File: src/rtl/sram_stream_arbiter.sv
// Timed sequencer for an asynchronous 512K x 32 SRAM, shared round-robin between
// a streamed fill writer (consecutive addresses from 0) and a random-access reader.
module sram_stream_arbiter #(
    parameter int WE_CYCLES = 2,
    parameter int RD_CYCLES = 2
) (
    input  logic        CLK,
    input  logic        RSTn,
    input  logic        start,
    input  logic [18:0] wr_len,
    input  logic        wr_valid,
    input  logic [31:0] wr_data,
    output logic        wr_ready,
    output logic        init_busy,
    output logic        init_done,
    input  logic        rd_req,
    input  logic [18:0] rd_addr,
    output logic        rd_gnt,
    output logic [31:0] rd_data,
    output logic        rd_valid,
    output logic [18:0] SRAM_ADDR,
    output logic [31:0] SRAM_DATA_OUT,
    output logic        SRAM_DATA_OE,
    input  logic [31:0] SRAM_DATA_IN,
    output logic        SRAM_CE_n,
    output logic        SRAM_WE_n,
    output logic        SRAM_OE_n
);

    localparam int MAX_CYCLES = (WE_CYCLES > RD_CYCLES) ? WE_CYCLES : RD_CYCLES;
    localparam int TW         = (MAX_CYCLES > 1) ? $clog2(MAX_CYCLES) : 1;

    typedef enum logic [2:0] {
        IDLE,
        WR_SETUP,
        WR_PULSE,
        WR_HOLD,
        RD_ACCESS,
        RD_TURN
    } state_t;

    typedef enum logic {
        GRANT_WRITE,
        GRANT_READ
    } grant_t;

    state_t        state;
    grant_t        last_grant;
    logic [TW-1:0] timer;
    logic [18:0]   fill_addr;
    logic [18:0]   fill_last;
    logic          grant_en;
    logic          wr_cand;
    logic          pick_wr;

    // Grants are handshake strobes, so they are decoded from the registered state
    // in the same cycle the requester presents its data/address; held off in reset.
    assign grant_en = (state == IDLE) && RSTn;
    assign wr_cand  = init_busy && wr_valid;
    assign pick_wr  = wr_cand && (!rd_req || (last_grant == GRANT_READ));
    assign wr_ready = grant_en && pick_wr;
    assign rd_gnt   = grant_en && rd_req && !pick_wr;

    // NOTE: all state and pin registers use non-blocking assignments so every flop
    // samples pre-edge values regardless of statement order inside the block.
    always_ff @(posedge CLK or negedge RSTn) begin
        if (!RSTn) begin
            state         <= IDLE;
            last_grant    <= GRANT_READ;
            timer         <= '0;
            fill_addr     <= '0;
            fill_last     <= '0;
            init_busy     <= 1'b0;
            init_done     <= 1'b0;
            rd_data       <= '0;
            rd_valid      <= 1'b0;
            SRAM_ADDR     <= '0;
            SRAM_DATA_OUT <= '0;
            SRAM_DATA_OE  <= 1'b0;
            SRAM_CE_n     <= 1'b1;
            SRAM_WE_n     <= 1'b1;
            SRAM_OE_n     <= 1'b1;
        end else begin
            rd_valid <= 1'b0;

            if (start && !init_busy) begin
                fill_last <= wr_len;
                fill_addr <= '0;
                init_busy <= 1'b1;
                init_done <= 1'b0;
            end

            // Pin values are loaded on entry, so they are present for the whole state.
            case (state)
                IDLE: begin
                    if (wr_ready) begin
                        last_grant    <= GRANT_WRITE;
                        SRAM_ADDR     <= fill_addr;
                        SRAM_DATA_OUT <= wr_data;
                        SRAM_CE_n     <= 1'b0;
                        SRAM_DATA_OE  <= 1'b1;
                        state         <= WR_SETUP;
                    end else if (rd_gnt) begin
                        last_grant <= GRANT_READ;
                        SRAM_ADDR  <= rd_addr;
                        SRAM_CE_n  <= 1'b0;
                        SRAM_OE_n  <= 1'b0;
                        timer      <= TW'(RD_CYCLES - 1);
                        state      <= RD_ACCESS;
                    end
                end
                WR_SETUP: begin
                    SRAM_WE_n <= 1'b0;
                    timer     <= TW'(WE_CYCLES - 1);
                    state     <= WR_PULSE;
                end
                WR_PULSE: begin
                    if (timer == '0) begin
                        SRAM_WE_n <= 1'b1;
                        state     <= WR_HOLD;
                    end else begin
                        timer <= timer - 1'b1;
                    end
                end
                WR_HOLD: begin
                    SRAM_CE_n    <= 1'b1;
                    SRAM_DATA_OE <= 1'b0;
                    state        <= IDLE;
                    // The counter stops on the last address so a full fill never wraps to 0.
                    if (fill_addr == fill_last) begin
                        init_busy <= 1'b0;
                        init_done <= 1'b1;
                    end else begin
                        fill_addr <= fill_addr + 1'b1;
                    end
                end
                RD_ACCESS: begin
                    if (timer == '0) begin
                        rd_data   <= SRAM_DATA_IN;
                        rd_valid  <= 1'b1;
                        SRAM_CE_n <= 1'b1;
                        SRAM_OE_n <= 1'b1;
                        state     <= RD_TURN;
                    end else begin
                        timer <= timer - 1'b1;
                    end
                end
                RD_TURN: begin
                    state <= IDLE;
                end
                default: begin
                    state <= IDLE;
                end
            endcase
        end
    end

endmodule

File: config.mk
export PLATFORM = sky130hd
export DESIGN_NAME = sram_stream_arbiter
export DESIGN_NICKNAME = d
export VERILOG_FILES = /design/src/rtl/sram_stream_arbiter.sv
export SDC_FILE = /design/constraint.sdc
export NUM_CORES = 1
export LEC_CHECK = 0
export ABC_AREA = 1
export BUFFER_PORTS_ARGS = -buffer_cell sky130_fd_sc_hd__buf_2
export CAP_MARGIN = 20
export CORE_MARGIN = 2
export CORE_UTILIZATION = 55
export DETAILED_ROUTE_END_ITERATION = 16
export PLACE_DENSITY = 0.86
export SLEW_MARGIN = 40
export SYNTH_ARGS = -nofsm -noshare
export SYNTH_HDL_FRONTEND = slang
export SYNTH_SLANG_ARGS = --single-unit
File: constraint.sdc
create_clock -name CLK -period 4.31 [get_ports CLK]
set_clock_uncertainty 0.05 [all_clocks]
set_input_delay 0 -clock CLK [delete_from_list [all_inputs] [get_ports CLK]]
set_output_delay 0 -clock CLK [all_outputs]
set_load 0.02 [all_outputs]
## After elaboration in Yosys (flattened, before gate mapping)

Index checks and enable logic that the tools add are counted.

| storage, ports and cells | value |
|---|---|
| memories kept | 0 |
| logic and storage cells | 89 |
| output and inout bits | 92 |
| register bits | 133 |
| bits in writable memories | 0 |
| latch bits | 0 |
| ROM bits | 0 |

| cells by class | value |
|---|---|
| mux-type cells | 32 |
| shift operators | 0 |
| divide/modulo/power cells | 0 |
| order comparisons | 0 |
| reductions and logical operators | 28 |
| bitwise logic cells | 1 |
| multiply operators | 0 |
| equality and inequality tests | 11 |
| $add $sub $neg | 2 |

Operators by type and width:

| cell | count |
|---|---|
| 19-bit two-way mux | 5 |
| 19-bit by 1-bit adder with 19-bit output, second input constant | 1 |
| 19-bit equality test | 1 |
| 1-bit two-way mux | 17 |
| 3-bit two-way mux | 4 |
| 3-bit case mux with 4 select lines | 1 |
| 2-bit inequality test, second input constant | 5 |
| 2-bit AND reduction | 5 |
| 3-bit AND reduction | 3 |
| 2-bit nonzero test | 4 |
| 1-bit logical AND | 7 |
| 3-bit by 2-bit equality test with 1-bit output, second input constant | 2 |
| 1-bit case mux with 2 select lines | 3 |
| 1-bit case mux with 3 select lines | 2 |
| 3-bit nonzero test | 2 |
| 4-bit AND reduction | 1 |
| 3-bit by 1-bit equality test with 1-bit output, second input constant | 1 |
| 3-bit equality test, second input constant | 1 |
| 1-bit logical NOT | 3 |
| 3-bit logical NOT | 1 |
| 3-bit inequality test, second input constant | 1 |
| 2-bit OR reduction | 1 |
| 1-bit logical OR | 1 |
| 1-bit NOT | 1 |
| 1-bit subtractor, second input constant | 1 |

## Longest topological paths before layout

Gate-level depths: netlist (run 1).

| logic depth | value |
|---|---|
| depth in word-level cells | 8 |
| depth in mapped cells | 11 |
| depth with buffers taken out | 10 |

## Worst setup path before layout (run 1)

No wires, ideal clock.

| timing | value |
|---|---|
| path type | register -> register |
| start point | register last_grant |
| end point | register SRAM_DATA_OUT[0] |
| path buffers | 1 |
| cell stages (with the launch flop) | 8 |
| setup slack | 2.744 ns |
| period minus slack after synthesis | 1.566 ns |
| data arrival time | 1.449 ns |
| cells stage by stage | dfstp_2 > inv_2 > nand2_1 > nand3_1 > nor2_4 > buf_1 > nand2_1 > nand2_1 |

| on the way | value |
|---|---|
| longest elaborated chain between the ends | 4 |

Ends and longest elaborated chain:

| element | line | source |
|---|---|---|
| start, declared | 48 | `grant_t last_grant;` |
| start signal, assigned | 69 | `last_grant <= GRANT_READ;` |
| start signal, assigned | 97 | `last_grant <= GRANT_WRITE;` |
| start signal, assigned | 104 | `last_grant <= GRANT_READ;` |
| 1-bit logical OR | 60 | `assign pick_wr = wr_cand && (!rd_req \|\| (last_grant == GRANT_READ));` |
| 1-bit logical AND | 60 |  |
| 1-bit logical AND | 61 | `assign wr_ready = grant_en && pick_wr;` |
| named net wr_ready | 13 | `output logic wr_ready,` |
| 2-bit AND reduction (no source line) | - |  |
| end signal, assigned | 99 | `SRAM_DATA_OUT <= wr_data;` |
| end, declared | 22 | `output logic [31:0] SRAM_DATA_OUT,` |

The timed path passes the listed nets, and every way through them passes these cells.
A chain may end at the register's enable or synchronous reset.

## Worst setup path after layout (run 1)

| timing | value |
|---|---|
| start point | input port RSTn |
| end point | output port wr_ready |

| on the way | value |
|---|---|
| longest elaborated chain between the ends | 2 |

Ends and longest elaborated chain:

| element | line | source |
|---|---|---|
| start, declared | 8 | `input logic RSTn,` |
| 1-bit logical AND | 58 | `assign grant_en = (state == IDLE) && RSTn;` |
| 1-bit logical AND | 61 |  |
| end, declared | 13 |  |

Every way passes these cells.

==> results of run 1 <==
==> cells by family (layout without fill, tap and decap cells) <==
kind of cell | count (synthesis) | count (layout)
xor gates and xnor gates | 15 | 15
buffers and inverters | 79 | 392
adders and majority gates | 1 | 1
other | 0 | 1
and+or+nand+nor | 453 | 453
DFF | 133 | 133
AOI/OAI and AO/OA | 66 | 66
==> flip-flops by register name (all words and copies together), names as in the netlist, 3 cells and up <==
signal / flops
SRAM_DATA_OUT: 32
rd_data: 32
SRAM_ADDR: 19
fill_addr: 19
fill_last: 19
state: 3
==> layer usage <==
layer  vias up  GRT usage  part of all wire
li1       2934          -                 -
met1      2982      0.396              0.36
met2       338      0.596              0.51
met3        86      0.102             0.077
met4         0      0.213             0.049
met5         -          0                 0
==> stage by stage <==
stage	power, W	cell area, um2	setup slack [ns]
final	0.00590	8770	1.63
after global routing	0.00624	8770	1.47
after CTS	0.00581	8770	1.67
after detailed placement	0.00423	7060	1.97
after global placement	0.00415	7060	2.13
after floorplan	0.00348	5990	2.74
==> power groups by stage <==
stage	clock network, W	logic, W	registers, W
after global placement	0	0.00203	0.00212
after CTS	0.00149	0.00221	0.00212
after floorplan	0	0.000920	0.00256
after detailed placement	0	0.00211	0.00212
final	0.00148	0.00226	0.00215
after global routing	0.00155	0.00249	0.00220
==> worst max path at each step <==
stage / end / slack, ns / from
2_1_floorplan: SRAM_DATA_OUT[0]$_DFFE_PN0P_ / 2.74 / last_grant$_DFFE_PN1P_
3_3_place_gp: rd_data[22]$_DFFE_PN0P_ / 2.13 / state[0]$_DFFE_PN0P_
3_5_place_dp: SRAM_ADDR[7]$_DFFE_PN0P_ / 1.97 / state[0]$_DFFE_PN0P_
4_1_cts: wr_ready / 1.67 / state[0]$_DFFE_PN0P_
5_1_grt: wr_ready / 1.47 / RSTn
6_report: wr_ready / 1.63 / RSTn
==> cells in the mapped netlist, drive strengths merged <==
library cell,number
xnor2,5
nand3,40
buf,17
clkbuf,14
inv,48
or2,1
ha,1
nand3b,2
nand4,5
xor2,10
a21boi,1
nand2,351
o21ai,52
nor3,7
a22oi,1
dfrtp,129
a21oi,6
o31ai,4
o21bai,1
nor2,47
o22a,1
dfstp,4
==> cell type report <==
| cell class | instances | area [um2] | area share |
|---|---|---|---|
| Inverter | 48 | 180 | 0.0205 |
| Tap cell | 140 | 175 | 0.0200 |
| Clock buffer | 23 | 447 | 0.0509 |
| Sequential cell | 133 | 3330 | 0.380 |
| Timing Repair Buffer | 312 | 2150 | 0.245 |
| Antenna cell | 1 | 2.50 | 0.000285 |
| Clock inverter | 9 | 151 | 0.0173 |
| Multi-Input combinational cell | 535 | 2340 | 0.266 |
==> tightest hold or removal path, delay by kind of cell <==
family                 cells  cell delay (ns)
buffers and inverters      2             0.61
and+or+nand+nor            2             0.09
==> flow_summary.toml, run 1 <==
[final_layout]
drive_above_1_share = 0.250
area_growth_syn_to_layout_pct = 46.6
finalNetCount = 1155
instances_no_fill = 1201
layout_commonest_cell = "nand2_1"
post-route-util = 0.816
layout_common_cells = "nand2_1, buf_2, dfrtp_1, dlygate4sd3_1"
fillers = 686

[timing]
setup_violations = 0
fin_crit_sh = 0.621
relSlewSlack = 0.491
layout_min_cycle_time_ns = 2.68
slew_viol_final = 0
setup_tns_ns = 0
worst_pin_slew_ns = 0.763
fmax_ghz = 0.373
finalHoldViolCount = 0
timing.hold.ws_ns = 0.168
grt_setup_unrepaired = "no"

[floorplan]
start_util = 0.557
rows = 38
dieArea_um2 = 11700
core-area_um2 = 10700
num_io_pins = 199
die_x_um = 108
die_h_um = 108

[worst_setup_path]
path_cells = "dlygate4sd3_1 -> dlygate4sd3_1 -> buf_6 -> nand2_1 -> nor2_4 -> buf_4 -> buf_2"
cp-end-kind = "output pin"
r2r_slack_ns = 1.89
worstPathMaxFanout = 36
timing.rr.start = "state[0]$_DFFE_PN0P_"
cp_slowest_stage_delay_ns = 0.57
worst-path-stages = 7
critPathKind = "in2out"
startpoint_type = "input pin"
r2r_end = "rd_data[17]$_DFFE_PN0P_"
crit_buf_inv = 5
required_ns = 4.26
cpMostUsedCell = "dlygate4sd3_1"
path_delay_family = "buffers and inverters"
r2r_cells = 8
slowest_stage = "dlygate4sd3_1"
cp.arrival_ns = 2.63

[grt]
first_global_vias = 6551
antenna_found_initial = 1
grt_max_degree = 81
grt_pass1_wl_mm = 31.5
gr-total-overflow = 0
gr-usage-all-layers = 0.353

[logic_synthesis]
synth_simple_gate_area_frac = 0.307
seq_area_frac_synth = 0.557
synth_cell_types = 32
synth.area.top_cells = "dfrtp_1, nand2_1, nand3_1"
avgSynthCellArea_um2 = 8.01
synthAdderAreaFrac = 0.00209
ys_ff_latch = 133
synth_xor_area_frac = 0.0219
synth_top_family_by_area = "simple AND/OR/NAND/NOR gates"
synth_top_area_cell = "dfrtp_1"
yosysWarningCount = 0
netlist_instances = 747
synth_compound_area_frac = 0.0587
yosysTopAreaCellShare = 0.539
syn-num-nets = 855
syn_area_um2 = 5990
synthMuxAreaShare = 0

[clock_tree]
clkSlewWorstSetupHoldPaths_ns = 0.06
clock_latency_ns = 0.53
cts_tree = "built"
cts_resized = 0
cts_inserted_buffers = 17
h-tree-depth = 4
holdBufCountCts = 109
root_buffer = "clkbuf_8"
postCtsSetupBuffers = 0
cts_sinks = 133
clock_path_buffers = 2

[pwr]
p_leak_nw = 4.64
power.switching_w = 0.00241
p_int_w = 0.00349
p_clk_frac = 0.251
powerDensity_nw_per_um2 = 672
irDropWorstVdd_uv = 490
p_comb_frac = 0.384
sw_frac_of_total = 0.408
pwr-share-seq = 0.365

[route]
viasPerCell = 5.28
routedWlPerCell_um = 16.2
vias = 6340
detail-route-antenna-nets = 0
drt-total-wl_mm = 19.4
drt_iter0_markers = 430
route.detailed.drc = 0
drt-pass1-iter-count = 6

[placed_design]
dp.cells = 1059
place_congestion = 0.919
io_buffers = 198
dp_hpwl_mm = 10.9

[worst_hold_path]
hold_depth = 4
min_to = "fill_last[4]$_DFFE_PN0P_"
worst_hold_path_type = "in2reg"
worstHoldStart = "wr_len[4]"

[run]
maxCapViolCount = 0

[run_status]
status = "finished, final reports clean"
(Power assumes the default switching activity.)
==> run 2, diff against run 1 <==
--- a/config.mk
+++ b/config.mk
@@ -5,13 +5,13 @@
 export SDC_FILE = /design/constraint.sdc
 export NUM_CORES = 1
 export LEC_CHECK = 0
-export ABC_AREA = 1
+export ABC_AREA = 0
 export BUFFER_PORTS_ARGS = -buffer_cell sky130_fd_sc_hd__buf_2
 export CAP_MARGIN = 20
 export CORE_MARGIN = 2
-export CORE_UTILIZATION = 55
+export CORE_UTILIZATION = 50
 export DETAILED_ROUTE_END_ITERATION = 16
-export PLACE_DENSITY = 0.86
+export PLACE_DENSITY = 0.8
 export SLEW_MARGIN = 40
 export SYNTH_ARGS = -nofsm -noshare
 export SYNTH_HDL_FRONTEND = slang
==> constraint.sdc (replaced) <==
create_clock -name CLK -period 2.7 [get_ports CLK]
set_clock_uncertainty 0.05 [all_clocks]
set_input_delay 0 -clock CLK [delete_from_list [all_inputs] [get_ports CLK]]
set_output_delay 0 -clock CLK [all_outputs]
set_load 0.02 [all_outputs]
==> run 2 against run 1 <==
  * Die area increased by 5.4%
  * Sequential share of layout area increased by 0.88 points
  * Worst setup slack got worse by 1.2 ns
  * Total power increased by 55%
  * Clock power increased by 69%
  * Final area decreased by 2.3%
  * Non-clock buffer count increased by 1
  * Hold slack got worse by 0.083 ns
  * Combinational power increased by 46%
  * Wire length decreased by 17%
  * Final cell count decreased by 21%
  * First-iteration DRC count decreased by 20%
  * Largest cell class unchanged
==> flow_summary.toml, run 2 <==
[logic_synthesis]
synth_compound_area_frac = 0.0595
yosysTopAreaCellShare = 0.562
synth_top_family_by_area = "multiplexers"
yosysWarningCount = 0
seq_area_frac_synth = 0.580
synthAdderAreaFrac = 0.00218
synth_edf_count = 0
netlist_instances = 493
syn-num-nets = 601
synth_simple_gate_area_frac = 0.128
synth_top_area_cell = "dfrtp_1"
synth_ff_type = "dfrtp_1"
synthTopCellsByCount = "dfrtp_1, nand2_1, mux2_2, nor2_1"
synthMuxAreaShare = 0.166
avgSynthCellArea_um2 = 11.7
synth_xor_area_frac = 0.0381
async_flop_share = 1.00
yosysMostFrequentCell = "dfrtp_1"
ys_ff_latch = 133
synth_cell_types = 43
synth.area.top_cells = "dfrtp_1, mux2_2, nand2_1"
syn_area_um2 = 5740

[clock_tree]
h-tree-depth = 4
cts_inserted_buffers = 17
cts_tree = "built"
cts_resized = 0
root_buffer = "clkbuf_16"
clock_path_buffers = 2
clkSlewWorstSetupHoldPaths_ns = 0.06
clock_latency_ns = 0.42
cts_sinks = 133

[placed_design]
dpl_cell_area_um2 = 6880
io_buffers = 198
dp_hpwl_mm = 10.0
place_congestion = 0.876

[pwr]
p_leak_nw = 4.18
powerDensity_nw_per_um2 = 1060
irDropWorstVdd_uv = 681

[timing]
grt_setup_unrepaired = "no"
slew_viol_final = 0
finalHoldViolCount = 0
worst_pin_slew_ns = 0.640
setup_tns_ns = 0
layout_min_cycle_time_ns = 2.26
fin_crit_sh = 0.837
fmax_ghz = 0.443
relSlewSlack = 0.573
timing.hold.ws_ns = 0.0851
setup_violations = 0

[route]
drt_iter0_markers = 344
vias = 4982
drt-total-wl_mm = 16.1
route.detailed.drc = 0
routedWlPerCell_um = 16.8
detail-route-antenna-nets = 0
viasPerCell = 5.23
drt-pass1-iter-count = 5

[floorplan]
start_util = 0.507
die_h_um = 111
die_x_um = 111
dieArea_um2 = 12400
num_io_pins = 199
core-area_um2 = 11300
rows = 39

[grt]
gr-total-overflow = 0
first_global_vias = 5161
antenna_found_initial = 0
gr-usage-all-layers = 0.266
grt_pass1_wl_mm = 25.9
grt_max_degree = 73

[final_layout]
largestRegisters = "SRAM_DATA_OUT: 32 flops, rd_data: 32 flops"
finalNetCount = 906
diodes = 0
finalInstanceArea_um2 = 8580
drive_above_1_share = 0.390
multi_input_area_um2 = 2280
area_growth_syn_to_layout_pct = 49.3
layout_commonest_cell = "buf_2"
fillers = 707
register_area_um2 = 3330
layout_common_cells = "buf_2, dfrtp_1, dlygate4sd3_1, nand2_1, mux2_2"

[worst_setup_path]
required_ns = 2.65
cp-end-kind = "output pin"
r2r_end = "fill_addr[3]$_DFF_PN0_"
startpoint_type = "flip-flop"
worstPathMaxFanout = 33
cp.arrival_ns = 2.21
critPathKind = "reg2out"
crit_path_end = "wr_ready"
r2r_slack_ns = 0.51
worstSetupStartpoint = "state[0]$_DFFE_PN0P_"
timing.rr.start = "fill_addr[4]$_DFF_PN0_"
r2r_cells = 6

[run]
maxCapViolCount = 0

[worst_hold_path]
worst_hold_path_type = "in2reg"

[run_status]
status = "finished, final reports clean"
## run 2: through the flow
| step | std cells | util | power (W) | worst slack, ns |
|---|---|---|---|---|
| after CTS | 953 | 0.757 | 0.00912 | 0.426 |
| final | 953 | 0.758 | 0.00913 | 0.441 |
| after detailed placement | 817 | 0.607 | 0.00648 | 0.515 |
| after global routing | 953 | 0.758 | 0.00959 | 0.271 |
| after floorplan | 493 | - | 0.00532 | 0.748 |
| after global placement | 817 | 0.607 | 0.00636 | 0.574 |
## run 2: worst min-delay path by stage
stage	startpoint	to	slack [ns]	depth (start not counted)
global placement	RSTn	SRAM_DATA_OUT[16]$_DFFE_PN0P_	0.14	2
floorplan	RSTn	SRAM_ADDR[0]$_DFFE_PN0P_	-0.35	0
detailed placement	wr_len[12]	fill_last[12]$_DFFE_PN0P_	0.14	3
finish	wr_valid	state[2]$_DFFE_PN0P_	0.09	5
global route	wr_valid	state[2]$_DFFE_PN0P_	0.08	5
CTS	wr_valid	state[2]$_DFFE_PN0P_	0.05	5
## run 2: final cells by class
type / count / share of cell area
clock buffers: 18 / 0.0512
clock inverters: 13 / 0.0239
inverters: 3 / 0.00131
repair buffers: 313 / 0.248
multi-input cells: 330 / 0.266
flip-flops and latches: 133 / 0.389
well taps: 143 / 0.0209
## run 2: per-layer routing
layer / track usage / part of all wire / up-vias
met2: 0.454 / 0.51 / 224
met1: 0.317 / 0.39 / 2386
met5: 0 / 0 / -
met3: 0.0590 / 0.059 / 52
li1: - / - / 2320
met4: 0.137 / 0.039 / 0
## run 2: critical path, cell delays in order, from the launching register on
cell and delay [ns]:
dfrtp_1 0.46, nor2_1 0.18, nand3_1 0.21, a211oi_4 0.28, buf_4 0.41, buf_2 0.25
## run 2: what timing repair did
action / in CTS / in global routing
hold buffers: 105 / 0
hold endpoints to repair: 165 / 0
setup buffers: 0 / 0
## run 2: logic make-up (layout without fill, tap and decap cells)
logic type | after synthesis | in the layout
AOI/OAI and AO/OA | 53 | 53
muxes | 87 | 87
and+or+nand+nor | 164 | 164
DFF | 133 | 133
buffers and inverters | 30 | 347
adders and majority gates | 1 | 1
xor gates and xnor gates | 25 | 25
## run 2: power breakdown
group,internal (W),switching (W),leakage [nW]
clock network,0.00165,0.000846,0.308
logic,0.00138,0.00193,2.27
registers,0.00281,0.000511,1.61
